`src/rtl/debounce_edge.sv`:
```
// rtl/debounce_edge.sv - debouncer with registered level, rise/fall pulses and press counter.
// Optional two-flop input synchronizer enabled by DEBOUNCE_INPUT_SYNC_EN.
module debounce_edge #(
  parameter int STABLE_CYCLES = 16,
  parameter int CNT_W         = 5
) (
  input  logic       clk,
  input  logic       clear,
  input  logic       btn_in,
  output logic       level,
  output logic       rise,
  output logic       fall,
  output logic       busy,
  output logic [7:0] press_cnt
);

  localparam logic [CNT_W-1:0] LAST = CNT_W'(STABLE_CYCLES - 1);

  typedef enum logic [1:0] {
    LOW       = 2'd0,
    RISE_WAIT = 2'd1,
    HIGH      = 2'd2,
    FALL_WAIT = 2'd3
  } state_t;

  logic smp;

`ifdef DEBOUNCE_INPUT_SYNC_EN
  logic s1;
  logic s2;

  always_ff @(posedge clk) begin
    if (clear) begin
      s1 <= 1'b0;
      s2 <= 1'b0;
    end else begin
      s1 <= btn_in;
      s2 <= s1;
    end
  end

  assign smp = s2;
`else
  assign smp = btn_in;
`endif

  state_t           state_q;
  state_t           state_d;
  logic [CNT_W-1:0] cnt_q;
  logic [CNT_W-1:0] cnt_d;
  logic             level_d;
  logic             rise_d;
  logic             fall_d;
  logic             inc;

  always_comb begin
    state_d = state_q;
    cnt_d   = cnt_q;
    level_d = level;
    rise_d  = 1'b0;
    fall_d  = 1'b0;
    inc     = 1'b0;
    unique case (state_q)
      LOW: begin
        if (smp) begin
          state_d = RISE_WAIT;
          cnt_d   = CNT_W'(1);
        end else begin
          cnt_d = '0;
        end
      end
      RISE_WAIT: begin
        if (!smp) begin
          state_d = LOW;
          cnt_d   = '0;
        end else if (cnt_q == LAST) begin
          state_d = HIGH;
          cnt_d   = '0;
          level_d = 1'b1;
          rise_d  = 1'b1;
          inc     = 1'b1;
        end else begin
          cnt_d = cnt_q + CNT_W'(1);
        end
      end
      HIGH: begin
        if (!smp) begin
          state_d = FALL_WAIT;
          cnt_d   = CNT_W'(1);
        end else begin
          cnt_d = '0;
        end
      end
      FALL_WAIT: begin
        if (smp) begin
          state_d = HIGH;
          cnt_d   = '0;
        end else if (cnt_q == LAST) begin
          state_d = LOW;
          cnt_d   = '0;
          level_d = 1'b0;
          fall_d  = 1'b1;
        end else begin
          cnt_d = cnt_q + CNT_W'(1);
        end
      end
      default: begin
        state_d = LOW;
        cnt_d   = '0;
      end
    endcase
  end

  // busy follows the next state so it is high exactly while a WAIT state is occupied
  always_ff @(posedge clk) begin
    if (clear) begin
      state_q   <= LOW;
      cnt_q     <= '0;
      level     <= 1'b0;
      rise      <= 1'b0;
      fall      <= 1'b0;
      busy      <= 1'b0;
      press_cnt <= 8'd0;
    end else begin
      state_q <= state_d;
      cnt_q   <= cnt_d;
      level   <= level_d;
      rise    <= rise_d;
      fall    <= fall_d;
      busy    <= (state_d == RISE_WAIT) || (state_d == FALL_WAIT);
      if (inc) begin
        press_cnt <= press_cnt + 8'd1;
      end
    end
  end

endmodule

```
`config.mk`:
```
export PLATFORM = sky130hd
export DESIGN_NAME = debounce_edge
export DESIGN_NICKNAME = d
export VERILOG_FILES = /design/src/rtl/debounce_edge.sv
export SDC_FILE = /design/constraint.sdc
export NUM_CORES = 1
export LEC_CHECK = 0
export CAP_MARGIN = 20
export CORE_ASPECT_RATIO = 1.4
export CORE_MARGIN = 4
export CORE_UTILIZATION = 45
export DETAILED_ROUTE_END_ITERATION = 12
export GPL_TIMING_DRIVEN = 1
export PLACE_DENSITY_LB_ADDON = 0.15
export SLEW_MARGIN = 20
export SYNTH_ARGS = -nofsm -noshare
export SYNTH_HDL_FRONTEND = slang
export SYNTH_SLANG_ARGS = --single-unit
```
`constraint.sdc`:
```
create_clock -name clk -period 1.8 [get_ports clk]
set_clock_uncertainty 0.2 [all_clocks]
set_input_delay 0.27 -clock clk [delete_from_list [all_inputs] [get_ports clk]]
set_output_delay 0.27 -clock clk [all_outputs]
set_load 0.02 [all_outputs]
```
==> parameters.txt <==
Parameter                              Value

Status
  Result of the run ... finished clean

Worst setup path
  Family with the most delay on the worst path ... buffers and inverters
  Delay of the slowest cell on the worst path ... 0.61 ns
  Cell-by-cell trace of the critical path ... clkdlybuf4s50_1
  Type of destination of the critical path ... primary output
  Max stage delay cell, worst path ... clkdlybuf4s50_1
  Worst Path Class, Setup ... flop to primary output
  Startpoint type of the worst setup path ... flop
  Required time worst endpoint ... 1.33 ns
  Signal arrival time at the worst endpoint ... 1.27 ns
  Worst path buffer plus inverter count ... 1
  Largest fanout on the critical path ... 3

Logic synthesis
  Proportion of register bits with asynchronous set or reset after synthesis ... 0
  Count of distinct cell types in the synthesized netlist ... 31
  Avg Inst Size Synth ... 9.262 um2
  Yosys warns ... 0
  Synthesized instance count ... 92
  Register area share after synthesis ... 0.4464
  Post-synthesis net count ... 97
  Combined area of all synthesized cells ... 852.1 um2
  Most area-consuming cells after synthesis ... dfxtp_1 (45%), mux2_2 (4.0%), a21oi_1 (3.5%), ha_1 (2.9%), nand4b_4 (2.8%)
  Synthesized flop and latch total ... 19
  EDFF count, synth ... 0
  Share of the synthesized area in the top cell type ... 0.4464
  Prevailing post-synth register cell ... dfxtp_1
  Leading area contributor after synthesis ... dfxtp_1

Final layout
  Non-Filler Instances ... 138
  Most common cell after layout, fill and taps aside ... dfxtp_1
  FF/Latch Area ... 380.4 um2
  Proportion of layout cells with a drive suffix above 1 ... 0.2119
  Design Area, Final ... 1175 um2
  Number of fill cells ... 159
  Area of combinational cells with multiple inputs ... 493.0 um2
  Core occupancy in the finished layout ... 0.6603
  Area Growth Syn to Fin ... 37.89%
  Final antenna diode count ... 0
  Number of nets in the layout ... 124
  Commonest non-fill, non-tap cells in the layout ... dfxtp_1 (19), buf_4 (12), a21oi_1 (6), clkdlybuf4s50_1 (6)

Floorplan
  Die area ... 2663 um2
  Number of core rows ... 18
  Effective utilization at floorplan ... 0.4789
  Die Width ... 44.78 um
  Chip height ... 59.49 um
  Core area ... 1779 um2
  # IOs ... 15

STA
  Min Tclk post-route ... 1.741 ns
  Pin slew with the least headroom to its limit ... 0.3420 ns
  Slew margin rel. ... 0.7704
  Number of hold violations in the final report ... 0
  Final count of negative-setup-slack endpoints ... 0
  Crit share post-route ... 0.9674
  Worst slack on hold paths ... 0.2951 ns
  RSZ-0062 raised after global routing ... false
  Number of slew-limit violations in the final report ... 0
  Highest attainable clock frequency ... 574.3 MHz

Drt
  Remaining design rule violation count ... 0
  Drt first-iter violations ... 8
  Via count of the routed design ... 774
  Aggregate routed wire length ... 1.902 mm
  Post-route ant nets ... 0
  Vias per cell ... 5.609
  Detail-routed net length per standard cell ... 13.78 um
  First-pass iteration count of the detailed router ... 4

Power and ir drop
  Worst IR Drop VDD ... 0.4330 mV
  Power density cells ... 581.7 nW/um2
  Design Power ... 0.0006834 W
  Leakage power figure ... 0.5617 nW

Place
  Final weighted congestion in routability-driven placement ... 0.7489
  IO buf count ... 14
  DP Wirelength ... 1.300 mm
  Post-place instance area ... 1071 um2
  Cell total after placement ... 132

Global routing
  Number of antenna violations at the first check in global routing ... 0
  Overall global routing resource usage ... 0.1530
  Grt ovf ... 0
  Wire length of the first global-routing pass ... 3.036 mm
  Via count of the first global-routing pass ... 714
  Largest net degree at the start of global routing ... 11

Clock tree
  H-tree level count ... 1
  CTS Sinks ... 19
  Number of buffers added to fix hold violations after cts ... 0
  Clock insertion delay at the later pin of the skew report ... 0.29 ns
  Number of buffers added by the clock tree synthesis step ... 3
  Deepest clock path buffer count ... 2
  CTS tree ... done
  Clk slew on worst S/H paths ... 0.10 ns
  Root buffer selected by CTS ... clkbuf_4

Hold path
  Kind of path behind the tightest hold check ... flop to flop

Flow run
  Max Cap Violations ... 0
## cells in the mapped netlist, types with 3 or more instances
| cell | number |
|---|---|
| nor2b_1 | 3 |
| nand3_1 | 4 |
| nor2_1 | 4 |
| nand2_1 | 5 |
| or4_1 | 3 |
| or3_1 | 3 |
| o21ai_0 | 4 |
| mux2_2 | 3 |
| o31ai_1 | 3 |
| inv_1 | 5 |
| a21oi_1 | 6 |
| dfxtp_1 | 19 |
| nor4_1 | 3 |
| nor3_1 | 3 |
## logic make-up after synthesis
family	synth area share
and+or+nand+nor	0.2614
AOI/OAI and AO/OA	0.1468
DFF	0.4464
buffers and inverters	0.05581
muxes	0.03964
xor gates and xnor gates	0.02056
adders and majority gates	0.02936
## metrics by stage
| stage | setup slack, ns | TNS [ns] |
|---|---|---|
| CTS | 0.01583 | 0 |
| finish | 0.05874 | 0 |
| global placement | -0.1401 | -0.4964 |
| floorplan | 0.08392 | 0 |
| global route | 0.008271 | 0 |
| detailed placement | -0.1444 | -0.6896 |
## layout make-up
| class | count | share of cell area |
|---|---|---|
| inverter | 5 | 0.01597 |
| multi-input combinational | 64 | 0.4196 |
| timing repair buffer | 26 | 0.1970 |
| clock buffer | 4 | 0.02236 |
| sequential | 19 | 0.3237 |
| tap | 20 | 0.02130 |
## sequential cells by signal, summed over array words and instances, names as in the netlist
name       flops
busy           1
rise           1
fall           1
cnt_q          5
state_q        2
level          1
press_cnt      8
## metal layers
layer | global-route usage | vias up | part of all wire
li1 | - | 392 | -
met1 | 0.1889 | 362 | 0.44
met2 | 0.2505 | 15 | 0.49
met3 | 0.02736 | 5 | 0.042
met4 | 0.07531 | 0 | 0.021
met5 | 0 | - | 0
## final timing paths
| kind | start | to | slack [ns] | cells past startpoint |
|---|---|---|---|---|
| worst min register to register | level | level | 0.30 | 2 |
| worst min-delay path | level | level | 0.30 | 2 |
| worst max-delay path | level | level | 0.06 | 1 |
| worst max register to register | cnt_q[0] | press_cnt[6] | 0.08 | 4 |
## what timing repair did
item                                    in CTS  in global routing
endpoints found under the setup margin       7                 10
buffers inserted                             0                  1
resized for setup                            8                  8
gates cloned                                 0                  1
## power breakdown
part	switching (W)	internal [W]
Sequential	0.00000304	0.000424
Clock	0.000126	0.0000862
Combinational	0.0000237	0.0000206
Total	0.000152	0.000531
Power figures use the tool's default switching activity.
